### src/rtl/seq_frame_capture.sv
// Serial payload capture after a 1101 sync marker, with a single-entry valid/ready holding register.
// Define SEQ_FRAME_PARITY_EN to append and check a trailing even-parity bit per frame.
module seq_frame_capture #(
  parameter int PAYLOAD_W = 8
) (
  input  logic                 clk,
  input  logic                 rstn,
  input  logic                 data_in,
  input  logic                 sync_hit,
  output logic [PAYLOAD_W-1:0] frame_data,
  output logic                 frame_valid,
  input  logic                 frame_ready,
  output logic                 frame_drop,
  output logic                 parity_err
);

  localparam int            CW       = $clog2(PAYLOAD_W + 1);
  localparam logic [CW-1:0] CNT_ONE  = CW'(1);
  localparam logic [CW-1:0] CNT_LAST = CW'(PAYLOAD_W);

  localparam logic [1:0] ST_IDLE    = 2'd0;
  localparam logic [1:0] ST_CAPTURE = 2'd1;
`ifdef SEQ_FRAME_PARITY_EN
  localparam logic [1:0] ST_PARITY  = 2'd2;
`endif

  logic [1:0]           r_state, w_state_next;
  logic [CW-1:0]        r_cnt, w_cnt_next;
  logic [PAYLOAD_W-1:0] r_shift;
  logic [PAYLOAD_W:0]   w_shift_ext;
  logic [PAYLOAD_W-1:0] w_frame_word;
  logic                 w_shift_en;
  logic                 w_complete;
  logic                 w_load;
  logic                 w_discard;
  logic [PAYLOAD_W-1:0] r_data;
  logic                 r_valid;
  logic                 r_drop;
`ifdef SEQ_FRAME_PARITY_EN
  logic                 w_frame_perr;
  logic                 r_perr;
`endif

  assign w_shift_ext = {r_shift, data_in};

  always_comb begin
    // NOTE: every signal driven here gets a default first, so no path can infer a latch.
    w_state_next = r_state;
    w_cnt_next   = r_cnt;
    w_shift_en   = 1'b0;
    w_complete   = 1'b0;
    w_frame_word = w_shift_ext[PAYLOAD_W-1:0];
`ifdef SEQ_FRAME_PARITY_EN
    w_frame_perr = 1'b0;
`endif
    case (r_state)
      ST_IDLE: begin
        if (sync_hit) begin
          w_shift_en   = 1'b1;
          w_cnt_next   = CNT_ONE;
          w_state_next = ST_CAPTURE;
        end
      end
      ST_CAPTURE: begin
        w_shift_en = 1'b1;
        w_cnt_next = r_cnt + CNT_ONE;
      end
`ifdef SEQ_FRAME_PARITY_EN
      ST_PARITY: begin
        w_state_next = ST_IDLE;
        w_cnt_next   = '0;
        w_complete   = 1'b1;
        w_frame_word = r_shift;
        w_frame_perr = ^{r_shift, data_in};
      end
`endif
      default: begin
        w_state_next = ST_IDLE;
        w_cnt_next   = '0;
      end
    endcase

    // The edge that shifts in the last payload bit ends the capture phase (also covers PAYLOAD_W=1).
    if (w_shift_en && (w_cnt_next == CNT_LAST)) begin
`ifdef SEQ_FRAME_PARITY_EN
      w_state_next = ST_PARITY;
`else
      w_state_next = ST_IDLE;
      w_cnt_next   = '0;
      w_complete   = 1'b1;
`endif
    end
  end

  assign w_load    = w_complete && (!r_valid || frame_ready);
  assign w_discard = w_complete && r_valid && !frame_ready;

  always_ff @(posedge clk or negedge rstn) begin
    if (!rstn) begin
      r_state <= ST_IDLE;
      r_cnt   <= '0;
      r_shift <= '0;
      r_data  <= '0;
      r_valid <= 1'b0;
      r_drop  <= 1'b0;
    end else begin
      // NOTE: non-blocking assignments so every register sees pre-edge values of the others.
      r_state <= w_state_next;
      r_cnt   <= w_cnt_next;
      if (w_shift_en) begin
        r_shift <= w_shift_ext[PAYLOAD_W-1:0];
      end
      r_drop <= w_discard;
      if (w_load) begin
        r_valid <= 1'b1;
        r_data  <= w_frame_word;
      end else if (r_valid && frame_ready) begin
        r_valid <= 1'b0;
      end
    end
  end

`ifdef SEQ_FRAME_PARITY_EN
  always_ff @(posedge clk or negedge rstn) begin
    if (!rstn) begin
      r_perr <= 1'b0;
    end else if (w_load) begin
      r_perr <= w_frame_perr;
    end
  end

  assign parity_err = r_perr;
`else
  assign parity_err = 1'b0;
`endif

  assign frame_data  = r_data;
  assign frame_valid = r_valid;
  assign frame_drop  = r_drop;

endmodule

### config.mk
export PLATFORM = sky130hd
export DESIGN_NAME = seq_frame_capture
export DESIGN_NICKNAME = d
export VERILOG_FILES = /design/src/rtl/seq_frame_capture.sv
export SDC_FILE = /design/constraint.sdc
export NUM_CORES = 1
export LEC_CHECK = 0
export ABC_CLOCK_PERIOD_IN_PS = 2730
export BUFFER_PORTS_ARGS = -buffer_cell sky130_fd_sc_hd__clkbuf_2
export CAP_MARGIN = 10
export CORE_MARGIN = 2
export CORE_UTILIZATION = 43
export CTS_BUF_LIST = sky130_fd_sc_hd__clkbuf_16
export DETAILED_ROUTE_END_ITERATION = 16
export SLEW_MARGIN = 5
export SYNTH_ARGS = -nofsm -noshare
export SYNTH_HDL_FRONTEND = slang
export SYNTH_SLANG_ARGS = --single-unit
### constraint.sdc
create_clock -name clk -period 2.73 [get_ports clk]
set_clock_uncertainty 0.15 [all_clocks]
set_input_delay 0.273 -clock clk [delete_from_list [all_inputs] [get_ports clk]]
set_output_delay 0.273 -clock clk [all_outputs]
set_load 0.005 [all_outputs]
==> results.toml <==
[logic_synthesis]
syn-instance-count = 64
synthAdderAreaFrac_pct = 1.35
muxShareOfSynthArea_pct = 22.2
syn_avg_cell_area_sq_um = 14.5
syn_nets = 70
yosysUniqueCellTypes = 24
synth_compound_area_share_pct = 3.10
synth_top_family_by_area = "multiplexers"
netlist_area_sq_um = 928
synth-edff-count = 0
synth-seq-cells = 22
synth_flop_cell = "dfrtp_1"
synthXorXnorAreaFrac_pct = 1.89
synthSimpleGateAreaFrac_pct = 9.30
ys_warn_count = 0
synth_seq_area_share_pct = 59.3
async_flop_share_pct = 100

[outcome]
status = "finished clean"

[pwr]
p_clk_share_pct = 22.4
ir_drop_mv = 0.788
p_int_mw = 0.932
p_seq_share_pct = 42.2
total_power_mw = 1.35
switchingPower_mw = 0.413
power_leakage_nw = 0.509
pwr-share-comb_pct = 35.4
p_sw_share_pct = 30.7
power.density_nw_per_um2 = 1220

[place]
dp_slack_ns = 0.522
port_buffers = 14
hpwl_mm = 1.06
placed_cells = 104
globalplace.congestion = 0.819

[clock_tree]
cts_made_buffers = 3
clk_latency_ns = 0.25
ctsHtreeMaxLevel = 1
cts_max_path_buffers = 2
cts.clk_slew.worst_paths_ns = 0.06
clock_sinks = 22
cts_resized = 0
cts_root_buf = "clkbuf_16"
cts_tree = "built"

[drt]
num_vias = 534
drc = 0
vias_per_cell = 4.94
detail-route-antenna-nets = 0
wl_mm = 1.48
drt-initial-drc-count = 6
post_drt_wl_per_cell_microns = 13.7
firstDrtPassIters = 4

[global_routing]
overflow = 0
track_usage_pct = 13.3
grt_first_pass_wirelength_mm = 2.46
grt_pass1_vias = 533
grt_max_degree = 23
antenna_found_initial = 0

[critical_path]
cp_slowest_stage_delay_ns = 0.55
cp_cell_sequence = "ha_1 -> nand3b_1 -> nor4b_4 -> mux2_2"
critical_path_class = "reg2reg"
crit_buf_inv = 0
crit_family = "simple AND/OR/NAND/NOR gates"
setup.worst_path.start_class = "register"
slowest_stage = "nor4b_4"
worstPathArrival_ns = 2.17
required_ns = 2.71
cp-end-kind = "register"
cp_max_fo = 8

[sta]
hold_viol_final = 0
setup_ws_ns = 0.547
max_freq_ghz = 0.458
worstMarginPinSlew_ns = 0.587
relSlewSlack_pct = 60.7
final_max_slew_viol_count = 0
setup-violations-final = 0
rsz0062_at_grt = "no"
finalWorstPathRequiredPeriod_ns = 2.18
fin_tns_setup_ns = 0
fin_crit_sh_pct = 80.0

[finish]
syn_to_final_growth_pct = 19.1
fill_cells = 174
fin_nets = 89
drive_gt1_share_pct = 44.4
layout_commonest_cell = "dfrtp_1"
antenna_cells = 0
layout_common_cells = "dfrtp_1, mux2_2, clkbuf_2, nand2_1, clkbuf_16"
layout.cells.non_filler = 108

[die]
coreArea_sq_um = 2000
io_pins = 16
initial_core_util_pct = 46.4
die_w_microns = 50.5
die_area_sq_um = 2550
row_count = 16
die_h_microns = 50.5

[run]
drv_cap = 0

[min_path]
hold_class = "in2reg"
==> synthesized netlist by cell type (2+ instances only) <==
| cell | number | area share [%] |
|---|---|---|
| nand2_1 | 5 | 2.0 |
| nor2_1 | 2 | 0.81 |
| dfrtp_1 | 22 | 59 |
| mux2_2 | 15 | 18 |
==> logic make-up (layout without fill, tap and decap cells) <==
logic type      Yosys count  count (layout)
compound gates            4               4
fa+ha+maj                 1               1
simple gates             14              14
flops                    22              22
xor+xnor                  2               2
other cells               1               1
buf+inv                   3              20
mux                      17              17
==> through the flow <==
stage	hold WS [ns]	util, %	cell area, sq um
after CTS	0.117	55.3	1110
after floorplan	-0.173	-	928
final	0.122	55.3	1110
after detailed placement	0.138	51.0	1020
after global routing	0.133	55.3	1110
after global placement	0.131	51.0	1020
==> area by class of cell <==
| type | count | area [sq um] | share of cell area, % |
|---|---|---|---|
| well taps | 27 | 33.8 | 3.05 |
| inverters | 1 | 3.75 | 0.339 |
| clock buffers | 3 | 75.1 | 6.79 |
| flip-flops and latches | 22 | 551 | 49.8 |
| multi-input cells | 39 | 355 | 32.1 |
| repair buffers | 16 | 87.6 | 7.92 |
==> path summary, 6_finish.rpt <==
path | startpoint | slack, ns | cells after the start | end
max in group asynchronous | rstn | 1.68 | 2 | r_shift[0]
min in group asynchronous | rstn | 0.38 | 2 | r_state[0]
worst max-delay path | r_cnt[0] | 0.55 | 4 | frame_data[1]
worst min-delay path | data_in | 0.12 | 2 | r_shift[0]
worst max register to register | r_cnt[0] | 0.55 | 4 | frame_data[1]
worst min register to register | frame_data[3] | 0.35 | 1 | frame_data[3]
==> repair_timing <==
item	CTS	global route
hold buffers	1	0
buffers inserted	0	0
endpoints found under the hold margin	22	0
==> power groups by stage <==
stage	Clock [mW]	Sequential [mW]	Combinational (mW)
2_1_floorplan	0	0.553	0.365
3_3_place_gp	0	0.572	0.469
3_5_place_dp	0	0.577	0.481
4_1_cts	0.308	0.572	0.485
5_1_grt	0.318	0.588	0.527
6_report	0.301	0.568	0.476
==> state kept, by name, indices dropped and copies added, names as in the netlist <==
signal,cells
frame_data,8
r_shift,7
r_cnt,4
frame_drop,1
frame_valid,1
r_state,1
==> worst reg2reg max path, stage by stage, from the launching register on <==
cell      delay (ns)
dfrtp_1         0.42
ha_1            0.32
nand3b_1        0.22
nor4b_4         0.55
mux2_2          0.41
==> metal layers <==
layer	track usage [%]	share of wire, %
met1	15.4	42
met2	22.8	52
met3	5.36	5.4
met4	3.15	0
met5	0	0
Note: power is estimated with default switching activity, not from simulation.
